## src/rtl/icache_refill_module_pkg.sv

```systemverilog
// Shared cache definitions for the icache refill path: widths, address
// field positions, refill FSM encoding and a line-address helper.
package icache_refill_module_pkg;

    localparam int PHY_ADDR_WIDTH    = 34;
    localparam int ICACHE_TAG_WIDTH  = 20;
    localparam int ICACHE_IDX_WIDTH  = 8;
    localparam int ICACHE_DATA_WIDTH = 512;
    localparam int LINE_WIDTH        = ICACHE_DATA_WIDTH;
    localparam int BUS_WIDTH         = 64;
    localparam int BEATS             = LINE_WIDTH / BUS_WIDTH;
    localparam int CNT_WIDTH         = $clog2(BEATS);

    localparam int OFFSET_WIDTH = 6;
    localparam int IDX_LSB      = 6;
    localparam int IDX_MSB      = 13;
    localparam int TAG_LSB      = 14;
    localparam int TAG_MSB      = 33;
    localparam int LADDR_WIDTH  = PHY_ADDR_WIDTH - OFFSET_WIDTH;

    typedef logic [LADDR_WIDTH-1:0] laddr_t;

    typedef enum logic [1:0] {
        ST_IDLE  = 2'd0,
        ST_REQ   = 2'd1,
        ST_FILL  = 2'd2,
        ST_WRITE = 2'd3
    } refill_state_e;

    function automatic laddr_t line_addr(input logic [PHY_ADDR_WIDTH-1:0] paddr);
        return paddr[PHY_ADDR_WIDTH-1:OFFSET_WIDTH];
    endfunction

endpackage

```

## src/rtl/icache_refill_module_if.sv

```systemverilog
// Bundle of the miss, invalidation, memory and array-write signals of the
// refill block; master is the refill block, slave is its environment.
interface icache_refill_module_if;
    import icache_refill_module_pkg::*;

    logic                         i_miss_vld;
    logic [PHY_ADDR_WIDTH-1:0]    i_miss_paddr;
    logic                         o_miss_rdy;
    logic                         i_flush;
    logic                         i_icache_inv_vld;
    logic [PHY_ADDR_WIDTH-1:0]    i_icache_inv_paddr;
    logic                         o_mem_req_vld;
    logic [PHY_ADDR_WIDTH-1:0]    o_mem_req_paddr;
    logic                         i_mem_req_rdy;
    logic                         i_mem_rsp_vld;
    logic [BUS_WIDTH-1:0]         i_mem_rsp_dat;
    logic                         o_icache_wren;
    logic [ICACHE_IDX_WIDTH-1:0]  o_icache_widx;
    logic [ICACHE_TAG_WIDTH-1:0]  o_icache_wtag;
    logic [LINE_WIDTH-1:0]        o_icache_wdat;
    logic                         o_refill_busy;
    logic                         o_refill_done;

    modport master (
        input  i_miss_vld, i_miss_paddr, i_flush, i_icache_inv_vld, i_icache_inv_paddr,
        input  i_mem_req_rdy, i_mem_rsp_vld, i_mem_rsp_dat,
        output o_miss_rdy, o_mem_req_vld, o_mem_req_paddr,
        output o_icache_wren, o_icache_widx, o_icache_wtag, o_icache_wdat,
        output o_refill_busy, o_refill_done
    );

    modport slave (
        output i_miss_vld, i_miss_paddr, i_flush, i_icache_inv_vld, i_icache_inv_paddr,
        output i_mem_req_rdy, i_mem_rsp_vld, i_mem_rsp_dat,
        input  o_miss_rdy, o_mem_req_vld, o_mem_req_paddr,
        input  o_icache_wren, o_icache_widx, o_icache_wtag, o_icache_wdat,
        input  o_refill_busy, o_refill_done
    );

endinterface

```

## src/rtl/icache_refill_module.sv

```systemverilog
// Single-outstanding icache miss handler: line-aligned memory read, beat
// assembly, one-cycle array write; flush or same-line invalidation kills it.
module icache_refill_module
    import icache_refill_module_pkg::*;
(
    input  logic                   clk,
    input  logic                   rst_n,
    icache_refill_module_if.master bus
);

    refill_state_e          state_q, state_d;
    laddr_t                 line_q, line_d;
    logic [CNT_WIDTH-1:0]   cnt_q, cnt_d;
    logic                   kill_q, kill_d;
    logic [LINE_WIDTH-1:0]  buf_q;

    logic inv_match_s;
    logic miss_rdy_s;
    logic req_vld_s;
    logic wren_s;
    logic done_s;

    assign inv_match_s = bus.i_icache_inv_vld &&
                         (line_addr(bus.i_icache_inv_paddr) == line_q);

    // Next-state, kill tracking and output decode of the refill FSM
    always_comb begin
        state_d    = state_q;
        line_d     = line_q;
        cnt_d      = cnt_q;
        kill_d     = kill_q;
        miss_rdy_s = 1'b0;
        req_vld_s  = 1'b0;
        wren_s     = 1'b0;
        done_s     = 1'b0;
        case (state_q)
            ST_IDLE: begin
                miss_rdy_s = 1'b1;
                cnt_d      = '0;
                kill_d     = 1'b0;
                if (bus.i_miss_vld && !bus.i_flush) begin
                    line_d  = line_addr(bus.i_miss_paddr);
                    state_d = ST_REQ;
                end else begin
                    state_d = ST_IDLE;
                end
            end
            ST_REQ: begin
                req_vld_s = 1'b1;
                // Once the read is accepted the beats must be drained even if killed
                if (bus.i_mem_req_rdy) begin
                    state_d = ST_FILL;
                    cnt_d   = '0;
                    kill_d  = kill_q | bus.i_flush | inv_match_s;
                end else if (bus.i_flush) begin
                    state_d = ST_IDLE;
                    done_s  = 1'b1;
                    kill_d  = 1'b0;
                end else if (inv_match_s) begin
                    kill_d  = 1'b1;
                end else begin
                    state_d = ST_REQ;
                end
            end
            ST_FILL: begin
                if (bus.i_flush || inv_match_s) begin
                    kill_d = 1'b1;
                end else begin
                    kill_d = kill_q;
                end
                if (bus.i_mem_rsp_vld) begin
                    cnt_d = cnt_q + 3'd1;
                    if (cnt_q == 3'(BEATS - 1)) begin
                        state_d = ST_WRITE;
                    end else begin
                        state_d = ST_FILL;
                    end
                end else begin
                    state_d = ST_FILL;
                end
            end
            ST_WRITE: begin
                wren_s  = !kill_q && !bus.i_flush && !inv_match_s;
                done_s  = 1'b1;
                kill_d  = 1'b0;
                state_d = ST_IDLE;
            end
            default: begin
                state_d = ST_IDLE;
                kill_d  = 1'b0;
                cnt_d   = '0;
            end
        endcase
    end

    // Control state with synchronous active-low reset
    always_ff @(posedge clk) begin
        if (!rst_n) begin
            state_q <= ST_IDLE;
            cnt_q   <= '0;
            kill_q  <= 1'b0;
        end else begin
            state_q <= state_d;
            cnt_q   <= cnt_d;
            kill_q  <= kill_d;
        end
    end

    // Latched line address; not reset
    always_ff @(posedge clk) begin
        line_q <= line_d;
    end

    // Line buffer: each beat lands at its ascending-address slot
    always_ff @(posedge clk) begin
        if (state_q == ST_FILL && bus.i_mem_rsp_vld) begin
            buf_q[int'(cnt_q) * BUS_WIDTH +: BUS_WIDTH] <= bus.i_mem_rsp_dat;
        end
    end

    // While rst_n is low the outputs already show the idle values
    assign bus.o_miss_rdy      = !rst_n || miss_rdy_s;
    assign bus.o_mem_req_vld   = rst_n && req_vld_s;
    assign bus.o_icache_wren   = rst_n && wren_s;
    assign bus.o_refill_done   = rst_n && done_s;
    assign bus.o_refill_busy   = rst_n && (state_q != ST_IDLE);
    assign bus.o_mem_req_paddr = {line_q, 6'b000000};
    assign bus.o_icache_widx   = line_q[IDX_MSB-OFFSET_WIDTH:IDX_LSB-OFFSET_WIDTH];
    assign bus.o_icache_wtag   = line_q[TAG_MSB-OFFSET_WIDTH:TAG_LSB-OFFSET_WIDTH];
    assign bus.o_icache_wdat   = buf_q;

endmodule

```

## src/flat_wrapper.sv

```systemverilog
// flat-port wrapper written by rule: the top's interface ports become plain ports
module icache_refill_module_flat import icache_refill_module_pkg::*;
  (clk, rst_n, bus_i_miss_vld, bus_i_miss_paddr, bus_i_flush, bus_i_icache_inv_vld, bus_i_icache_inv_paddr, bus_i_mem_req_rdy, bus_i_mem_rsp_vld, bus_i_mem_rsp_dat, bus_o_miss_rdy, bus_o_mem_req_vld, bus_o_mem_req_paddr, bus_o_icache_wren, bus_o_icache_widx, bus_o_icache_wtag, bus_o_icache_wdat, bus_o_refill_busy, bus_o_refill_done);
  icache_refill_module_if bus_i ();
  input  logic clk;
  input  logic rst_n;
  input wire logic [$bits(bus_i.i_miss_vld)-1:0] bus_i_miss_vld;
  input wire logic [$bits(bus_i.i_miss_paddr)-1:0] bus_i_miss_paddr;
  input wire logic [$bits(bus_i.i_flush)-1:0] bus_i_flush;
  input wire logic [$bits(bus_i.i_icache_inv_vld)-1:0] bus_i_icache_inv_vld;
  input wire logic [$bits(bus_i.i_icache_inv_paddr)-1:0] bus_i_icache_inv_paddr;
  input wire logic [$bits(bus_i.i_mem_req_rdy)-1:0] bus_i_mem_req_rdy;
  input wire logic [$bits(bus_i.i_mem_rsp_vld)-1:0] bus_i_mem_rsp_vld;
  input wire logic [$bits(bus_i.i_mem_rsp_dat)-1:0] bus_i_mem_rsp_dat;
  output wire logic [$bits(bus_i.o_miss_rdy)-1:0] bus_o_miss_rdy;
  output wire logic [$bits(bus_i.o_mem_req_vld)-1:0] bus_o_mem_req_vld;
  output wire logic [$bits(bus_i.o_mem_req_paddr)-1:0] bus_o_mem_req_paddr;
  output wire logic [$bits(bus_i.o_icache_wren)-1:0] bus_o_icache_wren;
  output wire logic [$bits(bus_i.o_icache_widx)-1:0] bus_o_icache_widx;
  output wire logic [$bits(bus_i.o_icache_wtag)-1:0] bus_o_icache_wtag;
  output wire logic [$bits(bus_i.o_icache_wdat)-1:0] bus_o_icache_wdat;
  output wire logic [$bits(bus_i.o_refill_busy)-1:0] bus_o_refill_busy;
  output wire logic [$bits(bus_i.o_refill_done)-1:0] bus_o_refill_done;
  assign bus_i.i_miss_vld = bus_i_miss_vld;
  assign bus_i.i_miss_paddr = bus_i_miss_paddr;
  assign bus_i.i_flush = bus_i_flush;
  assign bus_i.i_icache_inv_vld = bus_i_icache_inv_vld;
  assign bus_i.i_icache_inv_paddr = bus_i_icache_inv_paddr;
  assign bus_i.i_mem_req_rdy = bus_i_mem_req_rdy;
  assign bus_i.i_mem_rsp_vld = bus_i_mem_rsp_vld;
  assign bus_i.i_mem_rsp_dat = bus_i_mem_rsp_dat;
  assign bus_o_miss_rdy = bus_i.o_miss_rdy;
  assign bus_o_mem_req_vld = bus_i.o_mem_req_vld;
  assign bus_o_mem_req_paddr = bus_i.o_mem_req_paddr;
  assign bus_o_icache_wren = bus_i.o_icache_wren;
  assign bus_o_icache_widx = bus_i.o_icache_widx;
  assign bus_o_icache_wtag = bus_i.o_icache_wtag;
  assign bus_o_icache_wdat = bus_i.o_icache_wdat;
  assign bus_o_refill_busy = bus_i.o_refill_busy;
  assign bus_o_refill_done = bus_i.o_refill_done;
  icache_refill_module u_core (.clk(clk), .rst_n(rst_n), .bus(bus_i));
endmodule
```

## config.mk

```make
export PLATFORM = sky130hd
export DESIGN_NAME = icache_refill_module_flat
export DESIGN_NICKNAME = d
export VERILOG_FILES = /design/src/rtl/icache_refill_module_pkg.sv /design/src/rtl/icache_refill_module_if.sv /design/src/rtl/icache_refill_module.sv /design/src/flat_wrapper.sv
export SDC_FILE = /design/constraint.sdc
export NUM_CORES = 1
export LEC_CHECK = 0
export CORE_AREA = 4 4 280 282
export CTS_CLUSTER_DIAMETER = 40
export DETAILED_ROUTE_END_ITERATION = 8
export DIE_AREA = 0 0 284 286
export GPL_TIMING_DRIVEN = 0
export HOLD_SLACK_MARGIN = 0.03
export PLACE_DENSITY = 0.54
export SKIP_CTS_REPAIR_TIMING = 1
export SYNTH_ARGS = -nofsm -noshare
export SYNTH_HDL_FRONTEND = slang
export SYNTH_SLANG_ARGS = --single-unit
```

## constraint.sdc

```tcl
create_clock -name clk -period 12 [get_ports clk]
set_input_delay 3 -clock clk [delete_from_list [all_inputs] [get_ports clk]]
set_output_delay 3 -clock clk [all_outputs]
set_load 0.01 [all_outputs]
```

==> run_summary.xml <==
<?xml version="1.0" encoding="UTF-8"?>
<metrics>
  <group name="status">
    <metric name="status" unit="">finished, final reports clean</metric>
  </group>
  <group name="power_and_ir_drop">
    <metric name="cell_internal_pwr" unit="W">0.00379</metric>
    <metric name="power_switching_share" unit="%">22.3</metric>
    <metric name="power_switching" unit="W">0.00109</metric>
    <metric name="power.share.combinational" unit="%">3.3</metric>
    <metric name="ir_worst_vdd" unit="mV">0.0965</metric>
    <metric name="power.clock.fraction" unit="%">53.9</metric>
    <metric name="power_frac_seq" unit="%">42.9</metric>
    <metric name="pwr_density" unit="nW/um2">152</metric>
    <metric name="p_leak" unit="nW">10.7</metric>
  </group>
  <group name="cts">
    <metric name="ctsRootBufferMaster" unit="">clkbuf_16</metric>
    <metric name="path_clk_slew" unit="ps">50</metric>
    <metric name="cts_tree" unit="">built</metric>
    <metric name="max-clock-path-buffers" unit="">3</metric>
    <metric name="tritoncts.num_buffers" unit="">89</metric>
    <metric name="numClockSinks" unit="">546</metric>
    <metric name="clk-insertion-delay-late" unit="ps">650</metric>
    <metric name="h-tree-depth" unit="">3</metric>
  </group>
  <group name="sta">
    <metric name="hold_viol" unit="">0</metric>
    <metric name="finalWorstPathRequiredPeriod" unit="ps">8610</metric>
    <metric name="final_critical_path_setup_slack" unit="ps">3390</metric>
    <metric name="maxSlewHeadroom" unit="%">17.6</metric>
    <metric name="fin_hold_ws" unit="ps">504</metric>
    <metric name="achievable-frequency" unit="MHz">116</metric>
    <metric name="setup_skew_after_layout" unit="ps">37.4</metric>
    <metric name="timing.setup.tns" unit="ps">0</metric>
    <metric name="final_max_slew_viol_count" unit="">0</metric>
    <metric name="min_period_over_period" unit="%">71.7</metric>
    <metric name="rsz_0062_raised_after_global_routing" unit="">no</metric>
    <metric name="setup_viol" unit="">0</metric>
    <metric name="tightest_slew" unit="ps">1240</metric>
  </group>
  <group name="cells_and_area">
    <metric name="layout-drive-gt1-share" unit="%">11.6</metric>
    <metric name="areaGrowthSynthToFinish" unit="%">57.5</metric>
    <metric name="nNetsFinal" unit="">2279</metric>
    <metric name="design_area" unit="um2">32200</metric>
  </group>
  <group name="placement">
    <metric name="postPlaceCellArea" unit="um2">29000</metric>
    <metric name="dpl_worst_slack" unit="ps">3100</metric>
    <metric name="finalWeightedCongestion" unit="">0.862</metric>
    <metric name="hpwlAfterDp" unit="um">67700</metric>
    <metric name="io_buffer_count" unit="">699</metric>
  </group>
  <group name="route">
    <metric name="highest_layer" unit="">met5</metric>
    <metric name="wl_met1" unit="um">32800</metric>
    <metric name="postRouteWirelength" unit="um">89100</metric>
    <metric name="drt_iter0_drc" unit="">986</metric>
    <metric name="met3_wirelength" unit="um">8100</metric>
    <metric name="antenna_violation_net_count_after_detailed_routing" unit="">0</metric>
    <metric name="routed-via-count" unit="">14300</metric>
    <metric name="dr.pass1.iters" unit="">5</metric>
    <metric name="detail_route.drc_violations" unit="">0</metric>
    <metric name="met2_length" unit="um">45200</metric>
    <metric name="wl_per_cell" unit="um">27.9</metric>
    <metric name="vias_per_cell" unit="">4.46</metric>
  </group>
  <group name="global_route">
    <metric name="globalRoute.totalOverflow" unit="">0</metric>
    <metric name="first_pass_grt_wire_length" unit="um">121000</metric>
    <metric name="first_global_vias" unit="">15100</metric>
    <metric name="antenna_violations_before_repair" unit="">16</metric>
    <metric name="gr-usage-all-layers" unit="%">21.4</metric>
    <metric name="maximum_number_of_pins_on_one_net_before_global_route_repair" unit="">50</metric>
  </group>
  <group name="setup_path">
    <metric name="timing.critical_path.arrival" unit="ps">5610</metric>
    <metric name="cp.required" unit="ps">9000</metric>
    <metric name="worst_setup_path_end_kind" unit="">primary output</metric>
    <metric name="criticalPathCategory" unit="">input pin to primary output</metric>
    <metric name="timing.critical_path.fanout_max" unit="">2</metric>
    <metric name="critical_path.startpoint_type" unit="">input pin</metric>
  </group>
  <group name="floorplanning">
    <metric name="core.rowCount" unit="">101</metric>
    <metric name="placeableCoreArea" unit="um2">75700</metric>
    <metric name="floorplan.die_area" unit="um2">81200</metric>
    <metric name="die-height" unit="um">286</metric>
    <metric name="floorplan.initialDensity" unit="%">27.0</metric>
    <metric name="die_w" unit="um">284</metric>
    <metric name="ios" unit="">718</metric>
  </group>
  <group name="logic_synthesis">
    <metric name="syn-mean-instance-area" unit="um2">15.4</metric>
    <metric name="portion_of_the_post_synthesis_area_used_by_sequential_elements" unit="%">80.0</metric>
    <metric name="combinational_family_with_the_most_area_after_synthesis" unit="">simple AND/OR/NAND/NOR gates</metric>
    <metric name="synthDistinctLibCells" unit="">34</metric>
    <metric name="synth_xor_xnor_area_share" unit="%">1.20</metric>
    <metric name="number_of_storage_elements_in_the_synthesis_netlist" unit="">546</metric>
    <metric name="post_synthesis_compound_gate_area_fraction" unit="%">0.337</metric>
    <metric name="synth_edf_count" unit="">540</metric>
    <metric name="mux_contribution_to_synthesized_area" unit="%">0</metric>
    <metric name="synth-main-ff-cell" unit="">edfxtp_1</metric>
    <metric name="post_synth_instance_area" unit="um2">20400</metric>
    <metric name="yosys.area_share.adder" unit="%">0.245</metric>
    <metric name="synth_top_area_cell" unit="">edfxtp_1</metric>
    <metric name="yosys.area_share.simple" unit="%">15.4</metric>
    <metric name="synth_top_area_share" unit="%">79.5</metric>
    <metric name="synthTopCellsByArea" unit="">edfxtp_1 (79%), and2_1 (7.9%), nor2_1 (5.0%), nand2_1 (1.3%), buf_4 (1.3%)</metric>
    <metric name="netlist_instances" unit="">1324</metric>
    <metric name="yosysWarningCount" unit="">0</metric>
    <metric name="asyncSetResetFlopFracSynth" unit="%">0</metric>
  </group>
  <group name="flow_run">
    <metric name="maxCapViolCount" unit="">0</metric>
  </group>
  <group name="hold_path">
    <metric name="min-delay-path-class" unit="">register to register</metric>
  </group>
</metrics>
critical path, cell delays in order:
cell and delay (ps):
clkdlybuf4s50_1 490, xnor2_1 150, nand4_1 140, nor4_1 800, a211oi_1 200, and4_1 300, clkdlybuf4s50_1 520
power groups by stage:
stage                     clock, W  combinational [W]  sequential, W
after global placement           0           0.000162        0.00213
after global routing       0.00276           0.000170        0.00209
after floorplan                  0          0.0000407        0.00213
final                      0.00263           0.000159        0.00209
after CTS                  0.00267           0.000165        0.00209
after detailed placement         0           0.000164        0.00213
final cells by class:
type	count	area, um2
Antenna cell	7	17.5
Buffer	97	543
Clock buffer	101	2290
Clock inverter	64	802
Fill cell	6928	43500
Inverter	6	22.5
Multi-Input combinational cell	680	3580
Sequential cell	546	16300
Tap cell	978	1220
Timing Repair Buffer	716	7330
final timing paths:
path	startpoint	end	slack [ps]	cells past startpoint
max reg2reg	u_core.cnt_q[0]	u_core.bus.o_icache_wdat[495]	7820	10
max	bus_i_icache_inv_paddr[29]	bus_o_icache_wren	3390	7
min reg2reg	u_core.kill_q	u_core.kill_q	500	2
min	u_core.kill_q	u_core.kill_q	500	2
state kept, by name, indices dropped and copies added, names as in the netlist, named ones only:
signal / flops
u_core.state_q: 1
u_core.bus.o_icache_wdat: 512
u_core.kill_q: 1
u_core.cnt_q: 3
u_core.line_q: 28
routing by layer:
layer | track usage, % | vias up
met3 | 7.03 | 157
li1 | - | 6216
met5 | 0 | -
met1 | 23.8 | 7076
met2 | 38.3 | 798
met4 | 7.51 | 8
Yosys cell counts, drive strengths merged (3+ instances only):
master  count
and2      259
nor3        5
nor4        4
or2         3
a21oi       4
nand2      71
nand4       8
buf        54
edfxtp    540
clkbuf     43
ha          4
nor2b       4
nor2      270
xnor2      28
inv         6
dfxtp       6
cells in the final DEF (no fill, tap or decap), drive strengths merged, types with 5 or more instances in the layout:
cell type	count
and2	259
buf	71
bufinv	10
clkbuf	144
clkdlybuf4s50	699
clkinv	26
clkinvlp	10
conb	6
dfxtp	6
diode	7
edfxtp	540
inv	24
nand2	71
nand4	8
nor2	270
nor3	5
xnor2	28
logic make-up (layout without fill, tap and decap cells):
family                     after synthesis  count (layout)
adders and majority gates                4               4
xor gates and xnor gates                28              28
AOI/OAI and AO/OA                       11              11
and+or+nand+nor                        631             631
buffers and inverters                  103             984
other                                    1              13
DFF                                    546             546
stage by stage:
step | util, % | power [W] | cells
global placement | 37.8 | 0.00229 | 3006
detailed placement | 38.4 | 0.00229 | 3023
floorplan | - | 0.00217 | 1329
finish | 42.5 | 0.00487 | 3195
global route | 42.5 | 0.00502 | 3188
CTS | 42.5 | 0.00492 | 3188
Power figures use the tool's default switching activity.
